===== src/rtl/conv_seq_ctrl_pkg.sv =====
// Shared types and defaults for the 3x3 convolution pass sequencer.
package conv_seq_pkg;

    // Sequencer states, in pass order
    typedef enum logic [3:0] {
        IDLE  = 4'd0,
        CLR   = 4'd1,
        WLOAD = 4'd2,
        GAP   = 4'd3,
        XFEED = 4'd4,
        DRAIN = 4'd5,
        RELU  = 4'd6,
        READ  = 4'd7,
        DONE  = 4'd8
    } seq_state_e;

    // Instruction encodings presented to the core
    localparam logic [1:0] INST_IDLE  = 2'b00;
    localparam logic [1:0] INST_WLOAD = 2'b01;
    localparam logic [1:0] INST_XFEED = 2'b10;

    // Default geometry and phase lengths
    localparam int DEF_COL          = 8;
    localparam int DEF_LEN_NIJ      = 36;
    localparam int DEF_LEN_KIJ      = 9;
    localparam int DEF_ADDR_BW      = 11;
    localparam int DEF_ACT_BASE     = 0;
    localparam int DEF_WGT_BASE     = 1024;
    localparam int DEF_CLR_CYCLES   = 10;
    localparam int DEF_DRAIN_CYCLES = 30;
    localparam int DEF_RELU_CYCLES  = 20;

    // Longest of the five counted phases
    function automatic int max_phase(input int a, input int b, input int c,
                                     input int d, input int e);
        int m;
        m = a;
        if (b > m) m = b;
        if (c > m) m = c;
        if (d > m) m = d;
        if (e > m) m = e;
        return m;
    endfunction

    // Bits needed to hold (max_len-1), never less than one
    function automatic int cnt_width(input int max_len);
        int w;
        w = 1;
        for (int i = 1; i < 31; i++) begin
            if ((32'sd1 <<< w) < max_len) w = w + 1;
        end
        return w;
    endfunction

endpackage


===== src/rtl/conv_seq_ctrl_if.sv =====
// Host-side and core-side signal bundle of the convolution sequencer.
interface conv_seq_ctrl_if
    import conv_seq_pkg::*;
#(
    parameter int ADDR_BW = DEF_ADDR_BW
) ();
    logic               start;
    logic               abort;
    logic               host_cen;
    logic               host_wen;
    logic [ADDR_BW-1:0] host_a;
    logic [1:0]         inst_w;
    logic               cen_xmem;
    logic               wen_xmem;
    logic [ADDR_BW-1:0] a_xmem;
    logic [3:0]         kij;
    logic               core_rst;
    logic               readout_start;
    logic               busy;
    logic               done;

    // Host / controlling side
    modport master (
        output start, abort, host_cen, host_wen, host_a,
        input  inst_w, cen_xmem, wen_xmem, a_xmem, kij, core_rst,
               readout_start, busy, done
    );

    // Sequencer side
    modport slave (
        input  start, abort, host_cen, host_wen, host_a,
        output inst_w, cen_xmem, wen_xmem, a_xmem, kij, core_rst,
               readout_start, busy, done
    );
endinterface


===== src/rtl/conv_seq_ctrl_chk.sv =====
// Property checks for the convolution sequencer outputs and parameters.
module conv_seq_ctrl_chk #(
    parameter int ADDR_BW  = 11,
    parameter int WGT_BASE = 1024,
    parameter int COL      = 8,
    parameter int LEN_KIJ  = 9
) (
    input logic       clk,
    input logic       rst_n,
    input logic       busy,
    input logic       done,
    input logic       readout_start,
    input logic [3:0] kij
);
    localparam longint WGT_END    = longint'(WGT_BASE) + longint'(LEN_KIJ) * longint'(COL);
    localparam longint ADDR_SPACE = longint'(1) << ADDR_BW;
    localparam bit     RANGE_OK   = (WGT_END <= ADDR_SPACE);
    localparam logic [3:0] KIJ_LAST = 4'(LEN_KIJ - 1);

    a_wgt_range:   assert property (@(posedge clk) disable iff (!rst_n) RANGE_OK);
    a_done_idle:   assert property (@(posedge clk) disable iff (!rst_n) done |-> !busy);
    a_read_busy:   assert property (@(posedge clk) disable iff (!rst_n) readout_start |-> busy);
    a_kij_range:   assert property (@(posedge clk) disable iff (!rst_n) kij <= KIJ_LAST);
endmodule


===== src/rtl/conv_seq_ctrl_seq_phase_cnt.sv =====
// Loadable down-counter with zero flag; times every sequencer phase.
module seq_phase_cnt #(
    parameter int W = 6
) (
    input  logic         clk,
    input  logic         rst_n,
    input  logic         load,
    input  logic [W-1:0] load_val,
    output logic [W-1:0] cnt,
    output logic         zero
);
    logic [W-1:0] cnt_d;
    logic [W-1:0] cnt_q;

    // Next count: load wins, otherwise count down and park at zero
    always_comb begin
        cnt_d = cnt_q;
        if (load) begin
            cnt_d = load_val;
        end else if (cnt_q != {W{1'b0}}) begin
            cnt_d = cnt_q - {{(W-1){1'b0}}, 1'b1};
        end else begin
            cnt_d = cnt_q;
        end
    end

    // Count register
    always_ff @(posedge clk or negedge rst_n) begin
        if (!rst_n) begin
            cnt_q <= {W{1'b0}};
        end else begin
            cnt_q <= cnt_d;
        end
    end

    assign cnt  = cnt_q;
    assign zero = (cnt_q == {W{1'b0}});
endmodule


===== src/rtl/conv_seq_ctrl.sv =====
// Sequencer driving one full 3x3 convolution pass into the core, with
// host X_MEM pass-through while idle. All outputs are flops.
module conv_seq_ctrl
    import conv_seq_pkg::*;
#(
    parameter int COL          = DEF_COL,
    parameter int LEN_NIJ      = DEF_LEN_NIJ,
    parameter int LEN_KIJ      = DEF_LEN_KIJ,
    parameter int ADDR_BW      = DEF_ADDR_BW,
    parameter int ACT_BASE     = DEF_ACT_BASE,
    parameter int WGT_BASE     = DEF_WGT_BASE,
    parameter int CLR_CYCLES   = DEF_CLR_CYCLES,
    parameter int DRAIN_CYCLES = DEF_DRAIN_CYCLES,
    parameter int RELU_CYCLES  = DEF_RELU_CYCLES
) (
    input logic           clk,
    input logic           reset,
    conv_seq_ctrl_if.slave bus
);
    localparam int CNT_W = cnt_width(max_phase(CLR_CYCLES, COL, LEN_NIJ,
                                               DRAIN_CYCLES, RELU_CYCLES));

    localparam logic [CNT_W-1:0] CLR_LAST   = CNT_W'(CLR_CYCLES - 1);
    localparam logic [CNT_W-1:0] WLOAD_LAST = CNT_W'(COL - 1);
    localparam logic [CNT_W-1:0] XFEED_LAST = CNT_W'(LEN_NIJ - 1);
    localparam logic [CNT_W-1:0] DRAIN_LAST = CNT_W'(DRAIN_CYCLES - 1);
    localparam logic [CNT_W-1:0] RELU_LAST  = CNT_W'(RELU_CYCLES - 1);
    localparam logic [CNT_W-1:0] ONE_SHOT   = {CNT_W{1'b0}};

    localparam logic [ADDR_BW-1:0] WGT_BASE_A = ADDR_BW'(WGT_BASE);
    localparam logic [ADDR_BW-1:0] ACT_BASE_A = ADDR_BW'(ACT_BASE);
    localparam logic [ADDR_BW-1:0] COL_A      = ADDR_BW'(COL);
    localparam logic [ADDR_BW-1:0] ADDR_ONE   = ADDR_BW'(1);
    localparam logic [3:0]         KIJ_LAST   = 4'(LEN_KIJ - 1);

    seq_state_e         state_q, state_d;
    logic [3:0]         kij_q, kij_d;
    logic [1:0]         inst_w_q, inst_w_d;
    logic               cen_q, cen_d;
    logic               wen_q, wen_d;
    logic [ADDR_BW-1:0] a_q, a_d;
    logic               core_rst_q, core_rst_d;
    logic               readout_q, readout_d;
    logic               busy_q, busy_d;
    logic               done_q, done_d;

    logic               cnt_load_s;
    logic [CNT_W-1:0]   cnt_load_val_s;
    logic [CNT_W-1:0]   cnt_s;
    logic               cnt_zero_s;
    logic [ADDR_BW-1:0] wgt_start_s;

    seq_phase_cnt #(.W(CNT_W)) u_phase_cnt (
        .clk      (clk),
        .rst_n    (reset),
        .load     (cnt_load_s),
        .load_val (cnt_load_val_s),
        .cnt      (cnt_s),
        .zero     (cnt_zero_s)
    );

    // Next state, kij and phase-counter reload; abort overrides everything
    always_comb begin
        state_d        = state_q;
        kij_d          = kij_q;
        cnt_load_s     = 1'b0;
        cnt_load_val_s = ONE_SHOT;
        if (bus.abort) begin
            state_d    = IDLE;
            kij_d      = 4'd0;
            cnt_load_s = 1'b1;
        end else begin
            case (state_q)
                IDLE: begin
                    if (bus.start) begin
                        state_d        = CLR;
                        kij_d          = 4'd0;
                        cnt_load_s     = 1'b1;
                        cnt_load_val_s = CLR_LAST;
                    end else begin
                        state_d = IDLE;
                    end
                end
                CLR: begin
                    if (cnt_zero_s) begin
                        state_d        = WLOAD;
                        cnt_load_s     = 1'b1;
                        cnt_load_val_s = WLOAD_LAST;
                    end else begin
                        state_d = CLR;
                    end
                end
                WLOAD: begin
                    if (cnt_zero_s) begin
                        state_d        = GAP;
                        cnt_load_s     = 1'b1;
                        cnt_load_val_s = ONE_SHOT;
                    end else begin
                        state_d = WLOAD;
                    end
                end
                GAP: begin
                    if (cnt_zero_s) begin
                        state_d        = XFEED;
                        cnt_load_s     = 1'b1;
                        cnt_load_val_s = XFEED_LAST;
                    end else begin
                        state_d = GAP;
                    end
                end
                XFEED: begin
                    if (cnt_zero_s) begin
                        state_d        = DRAIN;
                        cnt_load_s     = 1'b1;
                        cnt_load_val_s = DRAIN_LAST;
                    end else begin
                        state_d = XFEED;
                    end
                end
                DRAIN: begin
                    if (cnt_zero_s && (kij_q < KIJ_LAST)) begin
                        state_d        = CLR;
                        kij_d          = kij_q + 4'd1;
                        cnt_load_s     = 1'b1;
                        cnt_load_val_s = CLR_LAST;
                    end else if (cnt_zero_s) begin
                        state_d        = RELU;
                        cnt_load_s     = 1'b1;
                        cnt_load_val_s = RELU_LAST;
                    end else begin
                        state_d = DRAIN;
                    end
                end
                RELU: begin
                    if (cnt_zero_s) begin
                        state_d    = READ;
                        cnt_load_s = 1'b1;
                    end else begin
                        state_d = RELU;
                    end
                end
                READ: begin
                    state_d    = DONE;
                    cnt_load_s = 1'b1;
                end
                DONE: begin
                    state_d    = IDLE;
                    cnt_load_s = 1'b1;
                end
                default: begin
                    state_d    = IDLE;
                    kij_d      = 4'd0;
                    cnt_load_s = 1'b1;
                end
            endcase
        end
    end

    assign wgt_start_s = WGT_BASE_A + (ADDR_BW'(kij_d) * COL_A);

    // Output decode from the state being entered so outputs line up with it
    always_comb begin
        inst_w_d   = INST_IDLE;
        cen_d      = 1'b1;
        wen_d      = 1'b1;
        a_d        = a_q;
        core_rst_d = 1'b0;
        readout_d  = 1'b0;
        busy_d     = 1'b1;
        done_d     = 1'b0;
        case (state_d)
            IDLE: begin
                cen_d  = bus.host_cen;
                wen_d  = bus.host_wen;
                a_d    = bus.host_a;
                busy_d = 1'b0;
            end
            CLR: begin
                core_rst_d = 1'b1;
            end
            WLOAD: begin
                inst_w_d = INST_WLOAD;
                cen_d    = 1'b0;
                if (state_q == WLOAD) begin
                    a_d = a_q + ADDR_ONE;
                end else begin
                    a_d = wgt_start_s;
                end
            end
            XFEED: begin
                inst_w_d = INST_XFEED;
                cen_d    = 1'b0;
                if (state_q == XFEED) begin
                    a_d = a_q + ADDR_ONE;
                end else begin
                    a_d = ACT_BASE_A;
                end
            end
            GAP, DRAIN, RELU: begin
                inst_w_d = INST_IDLE;
            end
            READ: begin
                readout_d = 1'b1;
            end
            DONE: begin
                done_d = 1'b1;
                busy_d = 1'b0;
            end
            default: begin
                busy_d = 1'b0;
            end
        endcase
    end

    // State, kij and registered outputs
    always_ff @(posedge clk or negedge reset) begin
        if (!reset) begin
            state_q    <= IDLE;
            kij_q      <= 4'd0;
            inst_w_q   <= INST_IDLE;
            cen_q      <= 1'b1;
            wen_q      <= 1'b1;
            a_q        <= {ADDR_BW{1'b0}};
            core_rst_q <= 1'b0;
            readout_q  <= 1'b0;
            busy_q     <= 1'b0;
            done_q     <= 1'b0;
        end else begin
            state_q    <= state_d;
            kij_q      <= kij_d;
            inst_w_q   <= inst_w_d;
            cen_q      <= cen_d;
            wen_q      <= wen_d;
            a_q        <= a_d;
            core_rst_q <= core_rst_d;
            readout_q  <= readout_d;
            busy_q     <= busy_d;
            done_q     <= done_d;
        end
    end

    assign bus.inst_w        = inst_w_q;
    assign bus.cen_xmem      = cen_q;
    assign bus.wen_xmem      = wen_q;
    assign bus.a_xmem        = a_q;
    assign bus.kij           = kij_q;
    assign bus.core_rst      = core_rst_q;
    assign bus.readout_start = readout_q;
    assign bus.busy          = busy_q;
    assign bus.done          = done_q;

    conv_seq_ctrl_chk #(
        .ADDR_BW  (ADDR_BW),
        .WGT_BASE (WGT_BASE),
        .COL      (COL),
        .LEN_KIJ  (LEN_KIJ)
    ) u_chk (
        .clk           (clk),
        .rst_n         (reset),
        .busy          (busy_q),
        .done          (done_q),
        .readout_start (readout_q),
        .kij           (kij_q)
    );
endmodule


===== src/flat_wrapper.sv =====
// flat-port wrapper written by rule: the top's interface ports become plain ports
module conv_seq_ctrl_flat import conv_seq_pkg::*;
#(
    parameter int COL          = DEF_COL,
    parameter int LEN_NIJ      = DEF_LEN_NIJ,
    parameter int LEN_KIJ      = DEF_LEN_KIJ,
    parameter int ADDR_BW      = DEF_ADDR_BW,
    parameter int ACT_BASE     = DEF_ACT_BASE,
    parameter int WGT_BASE     = DEF_WGT_BASE,
    parameter int CLR_CYCLES   = DEF_CLR_CYCLES,
    parameter int DRAIN_CYCLES = DEF_DRAIN_CYCLES,
    parameter int RELU_CYCLES  = DEF_RELU_CYCLES
)
  (clk, reset, bus_start, bus_abort, bus_host_cen, bus_host_wen, bus_host_a, bus_inst_w, bus_cen_xmem, bus_wen_xmem, bus_a_xmem, bus_kij, bus_core_rst, bus_readout_start, bus_busy, bus_done);
  conv_seq_ctrl_if #(.ADDR_BW(ADDR_BW)) bus_i ();
  input logic clk;
  input logic reset;
  input wire logic [$bits(bus_i.start)-1:0] bus_start;
  input wire logic [$bits(bus_i.abort)-1:0] bus_abort;
  input wire logic [$bits(bus_i.host_cen)-1:0] bus_host_cen;
  input wire logic [$bits(bus_i.host_wen)-1:0] bus_host_wen;
  input wire logic [$bits(bus_i.host_a)-1:0] bus_host_a;
  output wire logic [$bits(bus_i.inst_w)-1:0] bus_inst_w;
  output wire logic [$bits(bus_i.cen_xmem)-1:0] bus_cen_xmem;
  output wire logic [$bits(bus_i.wen_xmem)-1:0] bus_wen_xmem;
  output wire logic [$bits(bus_i.a_xmem)-1:0] bus_a_xmem;
  output wire logic [$bits(bus_i.kij)-1:0] bus_kij;
  output wire logic [$bits(bus_i.core_rst)-1:0] bus_core_rst;
  output wire logic [$bits(bus_i.readout_start)-1:0] bus_readout_start;
  output wire logic [$bits(bus_i.busy)-1:0] bus_busy;
  output wire logic [$bits(bus_i.done)-1:0] bus_done;
  assign bus_i.start = bus_start;
  assign bus_i.abort = bus_abort;
  assign bus_i.host_cen = bus_host_cen;
  assign bus_i.host_wen = bus_host_wen;
  assign bus_i.host_a = bus_host_a;
  assign bus_inst_w = bus_i.inst_w;
  assign bus_cen_xmem = bus_i.cen_xmem;
  assign bus_wen_xmem = bus_i.wen_xmem;
  assign bus_a_xmem = bus_i.a_xmem;
  assign bus_kij = bus_i.kij;
  assign bus_core_rst = bus_i.core_rst;
  assign bus_readout_start = bus_i.readout_start;
  assign bus_busy = bus_i.busy;
  assign bus_done = bus_i.done;
  conv_seq_ctrl #(.COL(COL), .LEN_NIJ(LEN_NIJ), .LEN_KIJ(LEN_KIJ), .ADDR_BW(ADDR_BW), .ACT_BASE(ACT_BASE), .WGT_BASE(WGT_BASE), .CLR_CYCLES(CLR_CYCLES), .DRAIN_CYCLES(DRAIN_CYCLES), .RELU_CYCLES(RELU_CYCLES)) u_core (.clk(clk), .reset(reset), .bus(bus_i));
endmodule

===== config.mk =====
export PLATFORM = sky130hd
export DESIGN_NAME = conv_seq_ctrl_flat
export DESIGN_NICKNAME = d
export VERILOG_FILES = /design/src/rtl/conv_seq_ctrl_pkg.sv /design/src/rtl/conv_seq_ctrl_if.sv /design/src/rtl/conv_seq_ctrl_chk.sv /design/src/rtl/conv_seq_ctrl_seq_phase_cnt.sv /design/src/rtl/conv_seq_ctrl.sv /design/src/flat_wrapper.sv
export SDC_FILE = /design/constraint.sdc
export NUM_CORES = 1
export LEC_CHECK = 0
export ABC_AREA = 1
export BUFFER_PORTS_ARGS = -buffer_cell sky130_fd_sc_hd__buf_2
export CAP_MARGIN = 20
export CORE_AREA = 2 2 71 73
export CTS_CLUSTER_SIZE = 10
export DETAILED_ROUTE_END_ITERATION = 16
export DIE_AREA = 0 0 73 75
export PLACE_DENSITY_LB_ADDON = 0.05
export SYNTH_ARGS = -nofsm -noshare
export SYNTH_HDL_FRONTEND = slang
export SYNTH_HIERARCHICAL = 1
export SYNTH_SLANG_ARGS = --single-unit

===== constraint.sdc =====
create_clock -name clk -period 2.2 [get_ports clk]
set_input_delay 0.44 -clock clk [delete_from_list [all_inputs] [get_ports clk]]
set_output_delay 0.44 -clock clk [all_outputs]
set_load 0.005 [all_outputs]

==> results_tabular.tex <==
\begin{tabular}{lr}
\hline
Metric & Value \\
\hline
\multicolumn{2}{l}{\textbf{Floorplan}} \\
\quad Y dimension of the die & 75 um \\
\quad Core area & 4661 um2 \\
\quad I/O pin total & 40 \\
\quad Die width & 73 um \\
\quad Full die area & 5475 um2 \\
\quad Floorplan row count & 25 \\
\quad Initial standard-cell utilization of the core & 50.26\% \\
\multicolumn{2}{l}{\textbf{CTS}} \\
\quad Hold\_buf cts & 0 \\
\quad Root buffer cell & sky130\_fd\_sc\_hd\_\_clkbuf\_8 \\
\quad Clock slew at reported path FFs & 0.07 ns \\
\quad Worst-case clock buffer depth & 2 \\
\quad Number of levels the H-tree was split into & 2 \\
\quad Clock sink count & 33 \\
\quad Clock tree from TritonCTS & built \\
\quad Source-to-sink clock delay at the later pin of the worst-skew pair & 0.29 ns \\
\quad Clock buffers created by TritonCTS & 5 \\
\multicolumn{2}{l}{\textbf{Logic synthesis}} \\
\quad Flip-flop cell with the highest count after synthesis & sky130\_fd\_sc\_hd\_\_dfrtp\_1 \\
\quad \#FFs+latches synth & 33 \\
\quad Synthesized netlist net count & 361 \\
\quad Area of the mapped netlist & 2342 um2 \\
\quad Synth cell types & 33 \\
\quad Number of standard cells after synthesis & 340 \\
\quad Average size of a mapped cell & 6.889 um2 \\
\quad YS warnings & 6 \\
\quad Async S/R FF share, synth & 100.0\% \\
\quad Number of synthesized flops with an enable pin & 0 \\
\quad Part of the Yosys area used for sequential elements & 35.36\% \\
\multicolumn{2}{l}{\textbf{Setup path}} \\
\quad Crit path max-delay cell type & sky130\_fd\_sc\_hd\_\_dfrtp\_1 \\
\quad Cell repeated most along the worst path & sky130\_fd\_sc\_hd\_\_nand2\_2 \\
\quad Critical path type & reg -> reg \\
\quad Sequence of cells on the critical path & inv\_2 -> ha\_4 -> inv\_4 -> nor2\_4 -> nand3\_4 -> inv\_6 -> nand2\_4 -> inv\_1 -> nand2\_2 -> nand2\_2 -> inv\_1 -> nand2\_1 -> nand3\_2 -> nor2\_4 -> buf\_4 -> nand3\_1 -> nand3\_2 -> nand2\_2 -> nand2\_1 \\
\quad Peak fanout along the critical path & 6 \\
\quad Maximum cell stage delay along the critical path & 0.39 ns \\
\quad Data arrival time of the worst path & 2.44 ns \\
\quad Critical path required time & 2.43 ns \\
\quad Depth of the worst register-to-register path & 19 \\
\quad Startpoint Class & flip-flop \\
\quad CP Capture Type & flip-flop \\
\multicolumn{2}{l}{\textbf{Global route}} \\
\quad Vias in the first global route & 2,307 \\
\quad Largest net degree at the start of global routing & 34 \\
\quad Wire length of the first global-routing pass & 10.34 mm \\
\quad GRT Overall Usage & 24.36\% \\
\quad Global route total overflow & 0 \\
\quad Number of antenna violations at the first check in global routing & 0 \\
\multicolumn{2}{l}{\textbf{Timing}} \\
\quad Final hold violation count & 0 \\
\quad Minimum setup slack in the final design & -0.01317 ns \\
\quad Upper clock frequency limit & 451.8 MHz \\
\quad Final count of negative-setup-slack endpoints & 3 \\
\quad Relative max-transition margin & 48.07\% \\
\quad Hold slack & 0.2248 ns \\
\quad Final critical delay including setup and external delays & 2.213 ns \\
\quad Portion of the clock cycle consumed by the worst path in the final layout & 100.6\% \\
\quad Sum Neg Setup Slack & -0.01943 ns \\
\quad Slew at the pin closest to its max-slew limit & 0.7789 ns \\
\quad Final number of max-transition violations & 0 \\
\quad Maximum clock skew at final layout & 0.006208 ns \\
\quad RSZ-0062 raised after global routing & yes \\
\multicolumn{2}{l}{\textbf{Hold path}} \\
\quad Worst min-delay path category & in -> async \\
\multicolumn{2}{l}{\textbf{Run status}} \\
\quad Violations in the final reports & setup timing \\
\quad Run status & finished with violations \\
\multicolumn{2}{l}{\textbf{Flow run}} \\
\quad Number of maximum-capacitance violations & 0 \\
\multicolumn{2}{l}{\textbf{Place}} \\
\quad Gpl congestion & 0.9050 \\
\quad Placed cell count & 453 \\
\quad IO Port Bufs & 39 \\
\quad Worst setup slack after placement & -0.1402 ns \\
\quad DP HPWL & 4.363 mm \\
\multicolumn{2}{l}{\textbf{Cells and area}} \\
\quad Commonest cells after routing, fill and taps aside & 102 x sky130\_fd\_sc\_hd\_\_nand2\_1, 39 x sky130\_fd\_sc\_hd\_\_buf\_2, 33 x sky130\_fd\_sc\_hd\_\_buf\_4 \\
\quad Sequential standard cell area & 828.3 um2 \\
\quad Number of nets in the layout & 445 \\
\quad Layout Cells excl Fill & 479 \\
\quad Multi-input logic area & 1579 um2 \\
\quad Number of filler cells placed in the layout & 375 \\
\quad Antenna cells & 0 \\
\quad Layout area overhead & 43.16\% \\
\quad Layout cells sized above 1 & 39.29\% \\
\quad Most common library cell in the layout ignoring fill and taps & sky130\_fd\_sc\_hd\_\_nand2\_1 \\
\quad Final core utilization & 71.95\% \\
\multicolumn{2}{l}{\textbf{Detailed routing}} \\
\quad Routed wire per std cell & 13.93 um \\
\quad Vias per std cell & 5.288 \\
\quad Count of TritonRoute iterations in the first routing pass & 4 \\
\quad DRT iter0 DRCs & 169 \\
\quad Remaining antenna violation count & 0 \\
\quad Wirelength, routed & 6.674 mm \\
\quad Vias after detailed routing & 2,533 \\
\quad Post-route DRC violation count & 0 \\
\multicolumn{2}{l}{\textbf{Power}} \\
\quad Pwr per Cell Area & 1163 nW/um2 \\
\quad Static Leak & 0.001784 uW \\
\quad Max IR drop VDD & 753.6 uV \\
\hline
\end{tabular}
[synth_stat cells, drive strengths merged, types with 2 or more instances]
library cell	instances	share of area (%)
xor2	6	2.2
nand4	4	2.0
xnor2	3	1.1
nor3	2	0.43
nor2	43	9.0
nand3b	2	0.64
buf	7	2.7
dfrtp	31	33
dfstp	2	2.2
inv	42	6.7
nand2	119	20
nand3	51	12
a21oi	8	1.9
o21ai	10	2.3
ha	4	2.1
[power by group]
part / total, uW / switching [uW] / internal, uW
Sequential: 1020 / 207 / 812
Combinational: 2400 / 1300 / 1110
Clock: 479 / 224 / 255
[layer usage]
metal	routed length (um)	track usage [%]
met5	0	0
met4	136	9.465
met3	324	3.614
met2	3429	42.04
met1	2782	30.86
[worst max-delay path: cells and delay by family (launching register included)]
| family | cells | cell delay (ns) |
|---|---|---|
| DFF | 1 | 0.39 |
| and+or+nand+nor | 12 | 1.09 |
| adders and majority gates | 1 | 0.14 |
| buffers and inverters | 6 | 0.53 |
[cell type report]
type | instances | share of cell area [%]
multi-input combinational | 257 | 47.09
sequential | 33 | 24.70
timing repair buffer | 84 | 18.17
inverter | 43 | 5.336
clock buffer | 8 | 2.687
tap | 54 | 2.015
[flip-flops by register name, summed over array words and instances, names as in the netlist, 2 cells and up]
register / flops
u_core/bus.a_xmem: 11
u_core/u_phase_cnt/cnt: 6
u_core/bus.kij: 4
u_core/state_q: 4
u_core/bus.inst_w: 2
[through the flow]
step           area [um2]  total power (uW)
6_report             3353              3899
5_1_grt              3353              4209
4_1_cts              2963              3402
3_5_place_dp         2758              2742
3_3_place_gp         2758              2727
2_1_floorplan        2342              2163
[worst paths after layout]
check                                                             end  slack [ns]                                  start
worst min-delay path            u_core/u_phase_cnt/cnt[0]$_DFFE_PN0P_        0.22                                  reset
min in group clk                        u_core/bus.wen_xmem$_DFF_PN1_        0.35                           bus_host_wen
worst max-delay path                 u_core/bus.a_xmem[1]$_DFFE_PN0P_       -0.01  u_core/u_phase_cnt/cnt[0]$_DFFE_PN0P_
worst max register to register       u_core/bus.a_xmem[1]$_DFFE_PN0P_       -0.01  u_core/u_phase_cnt/cnt[0]$_DFFE_PN0P_
max in group asynchronous              u_core/bus.inst_w[1]$_DFF_PN0_        1.48                                  reset
worst min register to register       u_core/bus.a_xmem[3]$_DFFE_PN0P_        0.54       u_core/bus.a_xmem[3]$_DFFE_PN0P_
[logic make-up (layout without fill, tap and decap cells)]
| family | count (synthesis) | count (layout) | synth area share [%] |
|---|---|---|---|
| simple gates | 222 | 222 | 44.12 |
| buf+inv | 50 | 135 | 9.562 |
| flops | 33 | 33 | 35.36 |
| compound gates | 22 | 22 | 5.449 |
| xor+xnor | 9 | 9 | 3.366 |
| fa+ha+maj | 4 | 4 | 2.137 |
[what timing repair did]
| action | CTS | global route |
|---|---|---|
| pin swaps | 5 | 23 |
| buffers inserted | 8 | 9 |
| resized for setup | 11 | 76 |
| endpoints found under the setup margin | 12 | 14 |
| gates cloned | 1 | 0 |
No activity file was read; power rests on OpenSTA's default activity.
